<file path="config.mk">
export PLATFORM = sky130hd
export DESIGN_NAME = logic_unit
export DESIGN_NICKNAME = d
export VERILOG_FILES = /design/src/rtl/logic_unit.sv
export SDC_FILE = /design/constraint.sdc
export NUM_CORES = 1
export LEC_CHECK = 0
export CORE_UTILIZATION = 45
export CTS_CLUSTER_SIZE = 16
export DETAILED_ROUTE_END_ITERATION = 12
export GPL_TIMING_DRIVEN = 0
export PLACE_DENSITY_LB_ADDON = 0.25
export SLEW_MARGIN = 10
export SYNTH_ARGS = -nofsm -noshare
export SYNTH_HDL_FRONTEND = slang
export SYNTH_SLANG_ARGS = --single-unit
</file>
<file path="constraint.sdc">
create_clock -name clk -period 0.8 [get_ports clk]
set_input_delay 0.08 -clock clk [delete_from_list [all_inputs] [get_ports clk]]
set_output_delay 0.08 -clock clk [all_outputs]
set_load 0.1 [all_outputs]
</file>
<file path="src/rtl/logic_unit.sv">
// Registered bitwise logic unit: one-cycle latency, one result per accepted input.
// Optional Zero flag output is built in only when LOGIC_UNIT_ZERO_FLAG_EN is defined.
module logic_unit #(
   parameter int unsigned WIDTH = 16
) (
   input  logic             clk,
   input  logic             rst,
   input  logic             in_valid,
   input  logic [3:0]       Opcode,
   input  logic [WIDTH-1:0] A,
   input  logic [WIDTH-1:0] B,
   output logic [WIDTH-1:0] Result,
   output logic             Sel,
   output logic             out_valid
`ifdef LOGIC_UNIT_ZERO_FLAG_EN
   ,
   output logic             Zero
`endif
);

   logic [WIDTH-1:0] w_result;
   logic             w_sel;

   logic [WIDTH-1:0] r_result;
   logic             r_sel;
   logic             r_out_valid;

   // Non-logic opcodes (bit 3 clear) deliberately decode to an all-zero result.
   always_comb begin
      w_result = '0;
      w_sel    = Opcode[3];
      if (Opcode[3]) begin
         unique case (Opcode[2:0])
            3'b000:  w_result = A & B;
            3'b001:  w_result = A | B;
            3'b010:  w_result = A ^ B;
            3'b011:  w_result = ~(A & B);
            3'b100:  w_result = ~(A | B);
            3'b101:  w_result = ~(A ^ B);
            3'b110:  w_result = ~A;
            3'b111:  w_result = ~B;
            default: w_result = '0;
         endcase
      end
   end

   always_ff @(posedge clk or posedge rst) begin
      if (rst) begin
         r_result    <= '0;
         r_sel       <= 1'b0;
         r_out_valid <= 1'b0;
      end else begin
         r_out_valid <= in_valid;
         if (in_valid) begin
            r_result <= w_result;
            r_sel    <= w_sel;
         end
      end
   end

`ifdef LOGIC_UNIT_ZERO_FLAG_EN
   logic r_zero;

   always_ff @(posedge clk or posedge rst) begin
      if (rst) begin
         r_zero <= 1'b1;
      end else if (in_valid) begin
         r_zero <= (w_result == '0);
      end
   end

   assign Zero = r_zero;
`endif

   assign Result    = r_result;
   assign Sel       = r_sel;
   assign out_valid = r_out_valid;

endmodule

</file>
==> results of run 1 <==
==> cell families (layout without fill, tap and decap cells) <==
family,count (synthesis),after routing,synth area share (%)
AOI/OAI and AO/OA,78,78,25.8
muxes,15,15,6.29
adders and majority gates,32,32,16.4
buffers and inverters,70,155,13.8
DFF,18,18,18.4
and+or+nand+nor,69,69,19.4
==> power groups by stage <==
| stage | Clock (mW) | Combinational, mW | Sequential [mW] |
|---|---|---|---|
| 3_3_place_gp | 0 | 2.18 | 1.09 |
| 5_1_grt | 0.874 | 3.26 | 1.15 |
| 3_5_place_dp | 0 | 2.22 | 1.09 |
| 6_report | 0.837 | 3.12 | 1.14 |
| 4_1_cts | 0.800 | 2.75 | 1.12 |
| 2_1_floorplan | 0 | 0.891 | 1.79 |
==> synth_stat cells (all sizes together) (5+ instances only) <==
cell type / count / area share, %
a211oi: 5 / 1.5
o31a: 8 / 2.9
nor2: 14 / 2.8
o2bb2ai: 6 / 2.1
dfrtp: 18 / 18
clkbuf: 5 / 0.82
ha: 32 / 16
a32oi: 8 / 2.9
mux2i: 12 / 4.9
a221oi: 7 / 3.0
inv: 51 / 7.8
and2: 9 / 2.3
and3: 8 / 2.0
o22ai: 17 / 6.6
nand2b: 19 / 7.6
buf: 14 / 5.2
o21ai: 18 / 3.7
nand2: 12 / 2.6
==> flip-flops by register name, summed over array words and instances (netlist names) <==
signal,flops
Result,16
Sel,1
out_valid,1
==> layer usage <==
layer / track usage (%) / vias to the layer above
met1: 38.1 / 1318
met5: 0 / -
met3: 4.23 / 41
met4: 15.2 / 0
met2: 54.9 / 147
li1: - / 1166
==> stage by stage <==
stage               cell area (sq um)  hold WS [ns]
floorplan                        2510        0.0185
global placement                 3130         0.496
detailed placement               3130         0.501
CTS                              3890         0.184
global route                     4200         0.215
finish                           4200         0.174
==> area by class of cell <==
cell class                 instances  area [sq um]
multi-input combinational        194          2160
fill                             279           970
timing repair buffer              82           943
sequential                        18           473
buffer                            18           277
inverter                          51           211
tap                               70          87.6
clock buffer                       4          55.1
==> how the worst min path moves through the flow <==
stage               from    endpoint  depth (start not counted)  slack [ns]
global placement     Sel         Sel                          1        0.50
finish               rst  Result[13]                          2        0.17
global route         rst  Result[13]                          2        0.22
CTS                  rst         Sel                          2        0.18
detailed placement   Sel         Sel                          1        0.50
floorplan            rst   Result[0]                          1        0.02
==> timing repair <==
| action | 4_1_cts | 5_1_grt |
|---|---|---|
| setup endpoints to repair | 53 | 35 |
| gates resized for setup | 407 | 59 |
| pin swaps | 45 | 29 |
| hold buffers | 1 | 0 |
| hold endpoints to repair | 1 | 0 |
| gates cloned | 5 | 3 |
| buffers inserted | 15 | 6 |
==> results.py, run 1 <==
metrics = {
    "outcome": {
        "outcome": "finished, violations left",
        "failed_checks": "setup timing",
    },
    "drt": {
        "ant_nets": 0,
        "highest_layer": "met4",
        "drt-initial-drc-count": 235,
        "drt-total-wl_um": 9570,
        "dr_wl_met2_um": 4790,
        "drc": 0,
        "first_pass_iters": 5,
        "wl_met1_um": 3690,
        "wl_per_cell_um": 21.9,
        "drt-vias-per-instance": 6.11,
        "dr_wl_met3_um": 689,
        "num_vias": 2672,
    },
    "critical_path": {
        "cp_data_required_time_ns": 0.72,
        "cpLargestDelayFamily": "flip-flops",
        "critPathLaunchType": "flip-flop",
        "cp-endpoint": "Result[11]",
        "critPathMaxFanout": 2,
        "worst-r2r-setup-slack_ns": -0.05,
        "r2r-end": "Result[9]",
        "critPathBufInv": 1,
        "worstPathCellList": "buf_12",
        "worst-setup-path-type": "flip-flop to output pin",
        "r2r_cells": 3,
        "worstSetupEndpointType": "output pin",
        "r2r_start": "Result[9]",
        "path_depth": 1,
        "slowest_delay_ns": 0.45,
        "worstPathArrival_ns": 0.90,
        "crit_path_top_delay_cell": "dfrtp_2",
        "cp-startpoint": "Result[11]",
    },
    "min_path": {
        "hold_class": "input port to async pin",
    },
    "sta": {
        "setup_tns_ns": -4.43,
        "relSlewSlack_pct": 68.3,
        "period_minus_slack_ns": 0.976,
        "fin_ws_ns": -0.176,
        "clock_skew_ns": 0,
        "rsz0062_at_grt": "true",
        "fin_crit_sh_pct": 122,
        "tightest_slew_ns": 0.474,
        "drv_slew": 0,
        "clock.fmax_mhz": 1020,
        "hold_viol": 0,
        "setup_viol": 35,
    },
    "floorplanning": {
        "dieArea_sq_um": 5740,
        "core-area_sq_um": 5170,
        "row_count": 26,
        "fp.dieW_um": 75.8,
        "initial_utilization_pct": 47.3,
        "io_pins": 57,
        "die_y_um": 75.8,
    },
    "power_and_ir_drop": {
        "switchingPower_mw": 2.26,
        "comb_power_share_pct": 61.2,
        "p_total_mw": 5.09,
        "p_per_area_nw_per_um2": 1210,
        "p_clk_share_pct": 16.4,
        "power_frac_seq_pct": 22.4,
        "intPower_mw": 2.84,
        "switching_share_pct": 44.3,
        "p_leak_nw": 1.84,
        "vdd_drop_max_mv": 0.674,
    },
    "place": {
        "gp_congestion": 0.867,
        "port_buffers": 54,
        "dp_hpwl_um": 4790,
        "dp_cells": 406,
        "dpl_worst_slack_ns": -1.07,
    },
    "cts": {
        "cts_tree": "done",
        "numCtsBuffers": 3,
        "cts.clk_slew.worst_paths_ns": 0.08,
        "clk_latency_ns": 0.27,
        "cts-root-buf": "clkbuf_8",
        "clockBufferDepth": 2,
        "cts.sinks": 18,
        "cts_htree_levels": 1,
    },
    "logic_synthesis": {
        "yosysSeqAreaShare_pct": 18.4,
        "ys_types": 42,
        "synth-main-ff-cell": "dfrtp_1",
        "syn_avg_cell_area_sq_um": 8.68,
        "synthCells": 282,
        "post_synth_instance_area_sq_um": 2450,
        "async_flop_share_pct": 100,
        "synth_fp_nets": 353,
        "synth_warnings": 0,
        "synth_enable_flop_cells": 0,
        "synth-seq-cells": 18,
    },
    "run": {
        "max-cap-violations": 0,
    },
    "final_layout": {
        "final_layout_size_suffix_gt1_share_pct": 65.7,
        "mostFrequentLayoutCells": "buf_12, buf_2, inv_2",
        "final_nets": 439,
        "layout_commonest_cell": "buf_12",
        "stdcell_count": 437,
        "diodes": 0,
        "finish.utilization_pct": 81.3,
        "areaGrowthSynthToFinish_pct": 71.6,
    },
    "grt": {
        "grt_pass1_vias": 2654,
        "grt_max_degree": 19,
        "antenna_found_initial": 0,
        "grt_pass1_wl_um": 13300,
        "overflow": 0,
        "track_usage_pct": 31.5,
    },
}
(Power assumes the default switching activity.)
==> inputs of run 2 (changes only) <==
--- a/config.mk
+++ b/config.mk
@@ -5,10 +5,12 @@
 export SDC_FILE = /design/constraint.sdc
 export NUM_CORES = 1
 export LEC_CHECK = 0
+export CORE_MARGIN = 10
 export CORE_UTILIZATION = 45
 export CTS_CLUSTER_SIZE = 16
 export DETAILED_ROUTE_END_ITERATION = 12
 export GPL_TIMING_DRIVEN = 0
+export HOLD_SLACK_MARGIN = 0.03
 export PLACE_DENSITY_LB_ADDON = 0.25
 export SLEW_MARGIN = 10
 export SYNTH_ARGS = -nofsm -noshare
==> constraint.sdc (replaced) <==
create_clock -name clk -period 1 [get_ports clk]
set_input_delay 0.1 -clock clk [delete_from_list [all_inputs] [get_ports clk]]
set_output_delay 0.1 -clock clk [all_outputs]
set_load 0.1 [all_outputs]
==> results.py, run 2 (same netlist as run 1, synthesis figures left out) <==
metrics = {
    "cts": {
        "cts-root-buf": "clkbuf_8",
        "hold_buffers": 0,
        "cts_tree": "done",
        "numCtsBuffers": 3,
        "cts.sinks": 18,
        "clk_latency_ns": 0.26,
        "cts.clk_slew.worst_paths_ns": 0.08,
        "clockBufferDepth": 2,
        "cts_htree_levels": 1,
    },
    "sta": {
        "clock.fmax_mhz": 994,
        "clock_skew_ns": 0,
        "drv_slew": 0,
        "tightest_slew_ns": 0.474,
        "setup_viol": 1,
        "period_minus_slack_ns": 1.01,
        "fin_crit_sh_pct": 101,
        "setup_tns_ns": -0.00590,
        "fin_ws_ns": -0.00590,
        "holdWs_ns": 0.107,
        "rsz0062_at_grt": "true",
        "hold_viol": 0,
        "relSlewSlack_pct": 68.3,
    },
    "critical_path": {
        "r2r-end": "Sel",
        "critPathMaxFanout": 3,
        "r2r_start": "Sel",
        "worst-r2r-setup-slack_ns": 0.22,
        "cp_data_required_time_ns": 1.14,
        "slowest_delay_ns": 0.27,
        "worst-setup-path-type": "input port to flip-flop",
        "worstPathCellList": "clkdlybuf4s15_2, inv_2, ha_4, o2bb2ai_1, a221oi_2, o221ai_1",
        "worstPathArrival_ns": 1.14,
        "crit_path_top_delay_cell": "a221oi_2",
        "worstSetupEndpointType": "flip-flop",
        "r2r_cells": 1,
        "critPathLaunchType": "input port",
    },
    "place": {
        "port_buffers": 54,
        "dp_hpwl_um": 5270,
        "dpl_worst_slack_ns": -0.828,
        "gp_congestion": 0.868,
        "place_area_sq_um": 3130,
    },
    "drt": {
        "drt-vias-per-instance": 5.55,
        "drt-total-wl_um": 7380,
        "drt-initial-drc-count": 127,
        "ant_nets": 0,
        "wl_per_cell_um": 17.7,
        "drc": 0,
        "first_pass_iters": 4,
        "num_vias": 2307,
    },
    "grt": {
        "track_usage_pct": 16.4,
        "overflow": 0,
        "grt_pass1_wl_um": 11900,
        "antenna_found_initial": 0,
        "grt_max_degree": 19,
        "grt_pass1_vias": 2381,
    },
    "run": {
        "max-cap-violations": 0,
    },
    "power_and_ir_drop": {
        "switchingPower_mw": 1.58,
        "p_leak_nw": 1.59,
        "power_frac_seq_pct": 25.1,
        "comb_power_share_pct": 56.1,
        "intPower_mw": 1.93,
        "p_total_mw": 3.50,
        "switching_share_pct": 45.0,
        "vdd_drop_max_mv": 0.565,
        "p_per_area_nw_per_um2": 1010,
        "p_clk_share_pct": 18.7,
    },
    "floorplanning": {
        "fp.dieW_um": 93.8,
        "io_pins": 57,
        "initial_utilization_pct": 47.0,
        "row_count": 26,
        "dieArea_sq_um": 8790,
        "die_y_um": 93.8,
        "core-area_sq_um": 5200,
    },
    "final_layout": {
        "mostFrequentLayoutCells": "inv_1, buf_6, ha_1",
        "largest_reg_flops": 16,
        "design_area_sq_um": 3450,
        "diodes": 0,
        "layout_commonest_cell": "inv_1",
        "areaGrowthSynthToFinish_pct": 41.0,
        "final_nets": 418,
        "final_layout_size_suffix_gt1_share_pct": 47.4,
    },
    "min_path": {
        "hold_class": "input port to flip-flop",
        "hold_depth": 1,
        "hold_end": "out_valid",
        "holdCritStartpoint": "in_valid",
    },
    "outcome": {
        "outcome": "finished, violations left",
        "failed_checks": "setup timing",
    },
}
-- run 2: cell types whose count changed in the layout (fill, tap and decap cells not counted), moves of 13 or more --
cell and change:
buf_12 -23, buf_2 -16, buf_4 -13, clkbuf_2 +16, inv_1 +19, inv_2 -14
-- run 2: timing repair --
action	in CTS	in global routing
pin swaps	26	15
gates cloned	1	0
buffers inserted	6	0
gates resized for setup	240	62
setup endpoints to repair	34	38
-- run 2: worst max-delay path, delay by kind of cell --
| family | cells | cell delay [ns] |
|---|---|---|
| AOI/OAI and AO/OA | 3 | 0.57 |
| adders and majority gates | 1 | 0.19 |
| buffers and inverters | 2 | 0.28 |
-- run 2: metal layers --
layer	wire length (um)	share of wire, %	up-vias	GRT usage [%]
met1	3220	44	1098	20.9
met4	79	1.1	0	5.19
li1	-	-	1123	-
met5	0	0	-	0
met2	3650	49	77	28.1
met3	434	5.9	9	1.84
-- run 2: power groups by stage --
stage	clock network (mW)	registers, mW	logic (mW)
2_1_floorplan	0	1.43	0.713
3_3_place_gp	0	0.870	1.76
3_5_place_dp	0	0.871	1.78
4_1_cts	0.660	0.873	1.87
5_1_grt	0.699	0.890	2.08
6_report	0.656	0.880	1.97
-- run 2: worst max path at each step --
stage	to	cells past startpoint	slack [ns]	from
finish	Result[15]	6	-0.006	A[15]
global route	Result[15]	6	-0.05	A[15]
CTS	Result[8]	7	0.002	A[8]
global placement	Result[13]	6	-0.81	Opcode[2]
floorplan	Result[12]	6	-0.10	Opcode[1]
detailed placement	Result[10]	7	-0.83	in_valid
-- run 2: cell type report --
class,count,area [sq um]
clock buffer,4,55.1
inverter,51,198
sequential,18,472
buffer,18,226
tap,70,87.6
timing repair buffer,61,522
fill,436,1750
multi-input combinational,194,1890
-- run 2: per-stage QoR --
| step | utilization, % | instances |
|---|---|---|
| 2_1_floorplan | - | 282 |
| 3_3_place_gp | 60.2 | 406 |
| 3_5_place_dp | 60.2 | 406 |
| 4_1_cts | 64.9 | 416 |
| 5_1_grt | 66.3 | 416 |
| 6_report | 66.3 | 416 |
==> inputs of run 3 (changes only) <==
--- a/config.mk
+++ b/config.mk
@@ -5,9 +5,10 @@
 export SDC_FILE = /design/constraint.sdc
 export NUM_CORES = 1
 export LEC_CHECK = 0
+export CAP_MARGIN = 20
 export CORE_MARGIN = 10
 export CORE_UTILIZATION = 45
-export CTS_CLUSTER_SIZE = 16
+export CTS_CLUSTER_SIZE = 14
 export DETAILED_ROUTE_END_ITERATION = 12
 export GPL_TIMING_DRIVEN = 0
 export HOLD_SLACK_MARGIN = 0.03
==> results of run 3 <==
Final layout, timing and power as in run 2 (identical DEF).
==> variant 1, RTL diff (flow settings as in run 3) <==
Add a define of `LOGIC_UNIT_ZERO_FLAG_EN`.
--- a/src/rtl/logic_unit.sv
+++ b/src/rtl/logic_unit.sv
@@ -2,2 +2,4 @@
 // Optional Zero flag output is built in only when LOGIC_UNIT_ZERO_FLAG_EN is defined.
+`define LOGIC_UNIT_ZERO_FLAG_EN
+
 module logic_unit #(
Behaviour (old outputs only; new: Zero): unchanged (Yosys induction, for registers that start in step).
==> variant 1 against run 3 <==
  * The flow still finishes with violations (negative setup slack)
  * Count of clock-buffer cells in the layout fell by 1
  * Utilization rose by 19 points
  * Wire length rose by 57%
  * Clock power fell by 13%
  * Setup slack got worse by 0.71 ns
  * Power rose by 21%
  * Non-clock buffer count rose by 45
  * Critical endpoint is now Zero$_DFFE_PP1P_
  * Sequential cell count rose by 1
  * Combinational power rose by 39%
  * Sequential power rose by 8.3%
  * Synthesized cell count fell by 0.35%
  * Synthesized area fell by 0.51%
  * Cell count rose by 10%
  * Cell area rose by 28%
==> variant 1: results (changes against run 3) <==
| Metric | Value |
|---|---|
| Vias in the first global route | `2,865 (+20%)` |
| Number of nets in the synthesized netlist | `352 (-0.28%)` |
| Result of the run | `finished, violations left` |
| Total placed cells including tap cells | `407 (+0.25%)` |
| Flop-to-flop setup slack | `0.11 ns (-0.11 ns)` |
| Hold Path Stages | `1 (unchanged)` |
| Setup total negative slack | `-6.50 ns (-6.50 ns)` |
| Synth area leaders | `sky130_fd_sc_hd__dfrtp_1 18%, sky130_fd_sc_hd__ha_1 16%, sky130_fd_sc_hd__mux2_2 8.3%, sky130_fd_sc_hd__mux2i_1 6.6%, sky130_fd_sc_hd__inv_1 5.7%` |
| Maximum number of pins on one net before global-route repair | `20 (+1)` |
| First-pass GRT wire length | `14,200 um (+20%)` |
| Worst slack at placement | `-1.37 ns (-0.544 ns)` |
| Routability cong. | `0.852 (-1.9%)` |
| IR Drop Worst-Case VDD | `1610 uV (+180%)` |
| CTS Root Cell | `sky130_fd_sc_hd__clkbuf_8` |
| Max-slew headroom | `48.8% (-20 points)` |
| Filler Cell Count | `251 (-42%)` |
| Post-synthesis share of cell area spent on full adders, half adders and majority gates | `16.4% (+0.084 points)` |
| Fraction of layout cells with a size suffix above 1 | `63.1% (+16 points)` |
| Violations in the final reports | `negative setup slack` |
| Post-synthesis mux area share | `15.8% (+9.5 points)` |
| Vias | `2,969 (+29%)` |
| Inserted Diodes | `0 (unchanged)` |
| Number of iterations in the first detailed-routing pass | `5 (+1)` |
| First DRT Iteration DRCs | `353 (+180%)` |
| Area of placed instances | `0.00320 mm2 (+2.3%)` |
| Final setup violation count | `21 (+20)` |
| Pleak | `1.97 nW (+24%)` |
| Worst-path clk slew | `0.08 ns (about the same)` |
| Sequential-to-total area share from yosys stat | `19.6% (+1.2 points)` |
| Wire length per cell after detailed routing | `25.3 um (+43%)` |
| Total track usage | `19.9% (+3.5 points)` |
| Final cell count without fillers | `458 (+10%)` |
| Final Worst Setup Slack | `-0.718 ns (-0.712 ns)` |
| Crit Path Max Fanout | `8 (+5)` |
| Fraction of the mapped netlist area in compound gates | `21.1% (-4.7 points)` |
| Commonest cells in the netlist | `37 x sky130_fd_sc_hd__inv_1, 32 x sky130_fd_sc_hd__ha_1, 18 x sky130_fd_sc_hd__dfrtp_1, 18 x sky130_fd_sc_hd__mux2_2, 17 x sky130_fd_sc_hd__o21ai_0` |
| Number of distinct library cells after synthesis | `50 (+19%)` |
| Syn_area_per_cell | `8.67 um2 (-0.16%)` |
| Half-perimeter wire length of the detailed placement result | `5680 um (+7.8%)` |
| Hold slack final | `0.125 ns (+0.0172 ns)` |
-- variant 1: cell count changes after synthesis, sizes merged, moves of 5 or more --
cell	change
inv	-14
mux2	+15
and3	-8
nor2b	+5
o211ai	+5
o31a	-8
and2	-7
nand2b	-11
a21oi	+11
o2bb2ai	-5
o22ai	-16
-- variant 1: metal layers --
layer | vias to the layer above | global-route usage, % | wire, um | part of all wire (%)
li1 | 1229 | - | - | -
met1 | 1420 | 23.3 | 4420 | 38
met2 | 243 | 33.8 | 5560 | 48
met3 | 77 | 3.92 | 1020 | 8.8
met4 | 0 | 10.0 | 593 | 5.1
met5 | - | 0 | 0 | 0
-- variant 1: worst max path at each step --
| stage | from | end | slack, ns |
|---|---|---|---|
| 5_1_grt | Opcode[0] | Zero$_DFFE_PP1P_ | -0.70 |
| 6_report | Opcode[0] | Zero$_DFFE_PP1P_ | -0.72 |
| 3_3_place_gp | Opcode[2] | Zero$_DFFE_PP1P_ | -1.33 |
| 4_1_cts | Opcode[2] | Zero$_DFFE_PP1P_ | -0.57 |
| 3_5_place_dp | Opcode[0] | Zero$_DFFE_PP1P_ | -1.37 |
| 2_1_floorplan | Opcode[1] | Zero$_DFFE_PP1P_ | -0.55 |
-- variant 1: timing repair --
action	CTS	global route
buffers inserted	26	17
hold buffers	0	0
pin swaps	45	27
cloned	3	5
resized for setup	337	92
endpoints found under the setup margin	37	24
-- variant 1: cell families after synthesis --
kind of cell | after synthesis
simple gates | 65
compound gates | 72
fa+ha+maj | 32
buf+inv | 58
flops | 19
mux | 35
-- variant 1: area by class of cell --
cell class                 count  area [um2]  share of cell area (%)
inverter                      37         158                    3.56
buffer                        20         284                    6.41
clock buffer                   3        41.3                   0.932
multi-input combinational    204        2250                    50.9
sequential                    19         492                    11.1
clock inverter                 1        5.00                   0.113
tap                           70        87.6                    1.98
timing repair buffer         104        1110                    25.0
-- variant 1: power by group --
group          switching [W]  total (W)  leakage, nW  internal, W
clock network       0.000293   0.000572       0.0255     0.000279
logic                0.00158    0.00273         1.72      0.00115
registers          0.0000850   0.000953        0.228     0.000868
-- variant 1: critical path, cell delays in order --
cell,delay (ns)
sky130_fd_sc_hd__buf_8,0.10
sky130_fd_sc_hd__buf_12,0.13
sky130_fd_sc_hd__buf_8,0.14
sky130_fd_sc_hd__nor4bb_1,0.17
sky130_fd_sc_hd__a21oi_1,0.26
sky130_fd_sc_hd__a41oi_2,0.23
sky130_fd_sc_hd__nor4_1,0.35
sky130_fd_sc_hd__nand4_1,0.19
sky130_fd_sc_hd__o41ai_2,0.22
==> variant 2, RTL diff (config.mk and constraints of run 3) <==
Made on the original files. Register the inputs `Opcode`, `A` and `B` before use, without a reset. The logic sees them one clock later. The other inputs are not delayed to match.
--- a/src/rtl/logic_unit.sv
+++ b/src/rtl/logic_unit.sv
@@ -20,2 +20,12 @@
 
+   logic [3:0] Opcode_q;
+   logic [WIDTH-1:0] A_q;
+   logic [WIDTH-1:0] B_q;
+
+   always_ff @(posedge clk) begin
+      Opcode_q <= Opcode;
+      A_q      <= A;
+      B_q      <= B;
+   end
+
    logic [WIDTH-1:0] w_result;
@@ -30,13 +40,13 @@
       w_result = '0;
-      w_sel    = Opcode[3];
-      if (Opcode[3]) begin
-         unique case (Opcode[2:0])
-            3'b000:  w_result = A & B;
-            3'b001:  w_result = A | B;
-            3'b010:  w_result = A ^ B;
-            3'b011:  w_result = ~(A & B);
-            3'b100:  w_result = ~(A | B);
-            3'b101:  w_result = ~(A ^ B);
-            3'b110:  w_result = ~A;
-            3'b111:  w_result = ~B;
+      w_sel    = Opcode_q[3];
+      if (Opcode_q[3]) begin
+         unique case (Opcode_q[2:0])
+            3'b000:  w_result = A_q & B_q;
+            3'b001:  w_result = A_q | B_q;
+            3'b010:  w_result = A_q ^ B_q;
+            3'b011:  w_result = ~(A_q & B_q);
+            3'b100:  w_result = ~(A_q | B_q);
+            3'b101:  w_result = ~(A_q ^ B_q);
+            3'b110:  w_result = ~A_q;
+            3'b111:  w_result = ~B_q;
             default: w_result = '0;
Formal check against the unedited RTL: not equivalent (a bounded check fails within 4 cycles, from zero or initial values and one cycle with rst high).
==> variant 2 against run 3 <==
  * The run still ends with negative setup slack left
  * Cell area is 41% higher
  * Wire length is 29% higher
  * Sequential power grew to 2.8 times the old value
  * Count of clock-buffer cells in the layout is 4 higher
  * Synthesized area is 23% higher
  * Via count is 23% higher
  * Setup slack worse by 0.48 ns
  * Sequential cell count is 36 higher
  * Power is 77% higher
  * Clock power is 120% higher
  * Largest cell class unchanged
==> variant 2: results (changes against run 3) <==
| Metric | Value |
|---|---|
| Vias in the first global route | `2,807 (+18%)` |
| Worst-path clk slew | `0.10 ns (+0.02 ns)` |
| Total track usage | `16.9% (+0.41 points)` |
| Routed wl met2 | `4730 um (+29%)` |
| IR Drop Worst-Case VDD | `770 uV (+36%)` |
| Half-perimeter wire length of the detailed placement result | `5610 um (+6.4%)` |
| Post-Syn Instances | `332 (+18%)` |
| Worst slack at placement | `-1.04 ns (-0.213 ns)` |
| Avg Vias per Cell | `5.63 (+1.5%)` |
| Clock H-tree levels | `2 (+1)` |
| Relative contribution of combinational cells to total power | `36.7% (-19 points)` |
| Buffers added on ports | `56 (+3.7%)` |
| Violations in the final reports | `negative setup slack` |
| Fraction of registers with async set/reset | `33.3% (-67 points)` |
| Final cell count without fillers | `503 (+21%)` |
| Capture point of the worst reg-to-reg path | `Result[6]$_DFFE_PP0P_` |
| Pleak | `2.13 nW (+34%)` |
| Filler Cell Count | `427 (-2.1%)` |
| Actual transition at the worst max-transition pin | `0.500 ns (+0.0258 ns)` |
| Library cell with the largest summed area after synthesis | `sky130_fd_sc_hd__dfxtp_1` |
| Synth area leaders | `sky130_fd_sc_hd__dfxtp_1 24%, sky130_fd_sc_hd__dfrtp_1 15%, sky130_fd_sc_hd__ha_1 13%, sky130_fd_sc_hd__inv_1 7.1%, sky130_fd_sc_hd__o22ai_1 3.7%` |
| Number of nets in the synthesized netlist | `403 (+14%)` |
| Commonest cells in the netlist | `57 x sky130_fd_sc_hd__inv_1, 36 x sky130_fd_sc_hd__dfxtp_1, 32 x sky130_fd_sc_hd__ha_1` |
| Layout Skew | `0.0126 ns (+0.0126 ns)` |
| Logic depth of the worst register-to-register path | `6 (+5)` |
| First-pass GRT wire length | `14,000 um (+18%)` |
| WL met3 | `652 um (+50%)` |
| Final setup violation count | `33 (+32)` |
| Synth Warn # | `0 (unchanged)` |
| Worst min-delay path category | `input port to asynchronous set/reset pin` |
| Met1 Routed Length | `3960 um (+23%)` |
| Clock latency on the worst-skew pair | `0.31 ns (+0.05 ns)` |
| Met2 demand-to-capacity share in global routing | `29.1% (+0.96 points)` |
| Final Worst Setup Slack | `-0.484 ns (-0.478 ns)` |
| Number of iterations in the first detailed-routing pass | `5 (+1)` |
| Number of distinct library cells after synthesis | `35 (-17%)` |
| Sequential-to-total area share from yosys stat | `38.9% (+21 points)` |
| Comb pwr | `0.00228 W (+16%)` |
| Met3 Resource Use GR | `4.63% (+2.8 points)` |
| Total placed cells including tap cells | `465 (+15%)` |
| Cell family contributing the most delay on the critical path | `compound AO/OA/AOI/OAI gates` |
| Worst reg2reg startpoint | `B_q[6]$_DFF_P_` |
| Fraction of layout cells with a size suffix above 1 | `47.7% (+0.25 points)` |
| Met1 demand-to-capacity share in global routing | `19.8% (-1.1 points)` |
| Result of the run | `finished, violations left` |
| Internal Dissipation | `0.00408 W (+110%)` |
| Biggest cell delay along the critical path | `0.36 ns (+0.09 ns)` |
| Crit path arrival time | `1.69 ns (+0.55 ns)` |
| Wire length per cell after detailed routing | `18.9 um (+6.5%)` |
==> variant 2: cell type report <==
type	instances	area [um2]	share of cell area, %
multi-input combinational	200	1910	39.2
sequential	54	1230	25.3
timing repair buffer	86	1050	21.4
buffer	20	259	5.31
inverter	58	221	4.54
clock buffer	8	110	2.26
tap	77	96.3	1.97
==> variant 2: timing repair <==
item / CTS / global route
cloned: 1 / 3
pin swaps: 13 / 25
buffers inserted: 19 / 7
setup endpoints to repair: 34 / 35
gates resized for setup: 205 / 65
==> variant 2: logic make-up (layout without fill, tap and decap cells) <==
group	Yosys count	count (layout)	share of synthesized area, %
compound gates	84	84	19.0
flops	54	54	38.9
simple gates	71	71	13.1
mux	13	13	4.41
buf+inv	78	172	11.3
fa+ha+maj	32	32	13.3
==> variant 2: worst max path at each step <==
stage | from | to | slack, ns | cells after the start
floorplan | A_q[6]$_DFF_P_ | Result[6]$_DFFE_PP0P_ | -0.39 | 6
global placement | in_valid | Result[13]$_DFFE_PP0P_ | -0.99 | 7
detailed placement | in_valid | Result[13]$_DFFE_PP0P_ | -1.04 | 7
CTS | B_q[6]$_DFF_P_ | Result[6]$_DFFE_PP0P_ | -0.46 | 6
global route | B_q[6]$_DFF_P_ | Result[6]$_DFFE_PP0P_ | -0.53 | 6
finish | B_q[6]$_DFF_P_ | Result[6]$_DFFE_PP0P_ | -0.48 | 6
==> variant 2: through the flow <==
| step | TNS, ns | hold WS [ns] | cell area, um2 |
|---|---|---|---|
| finish | -6.13 | 0.154 | 4880 |
| global route | -7.41 | 0.175 | 4880 |
| CTS | -5.91 | 0.213 | 4520 |
| detailed placement | -27.82 | 0.472 | 3920 |
| global placement | -26.64 | 0.475 | 3920 |
| floorplan | -3.30 | 0.0377 | 3260 |
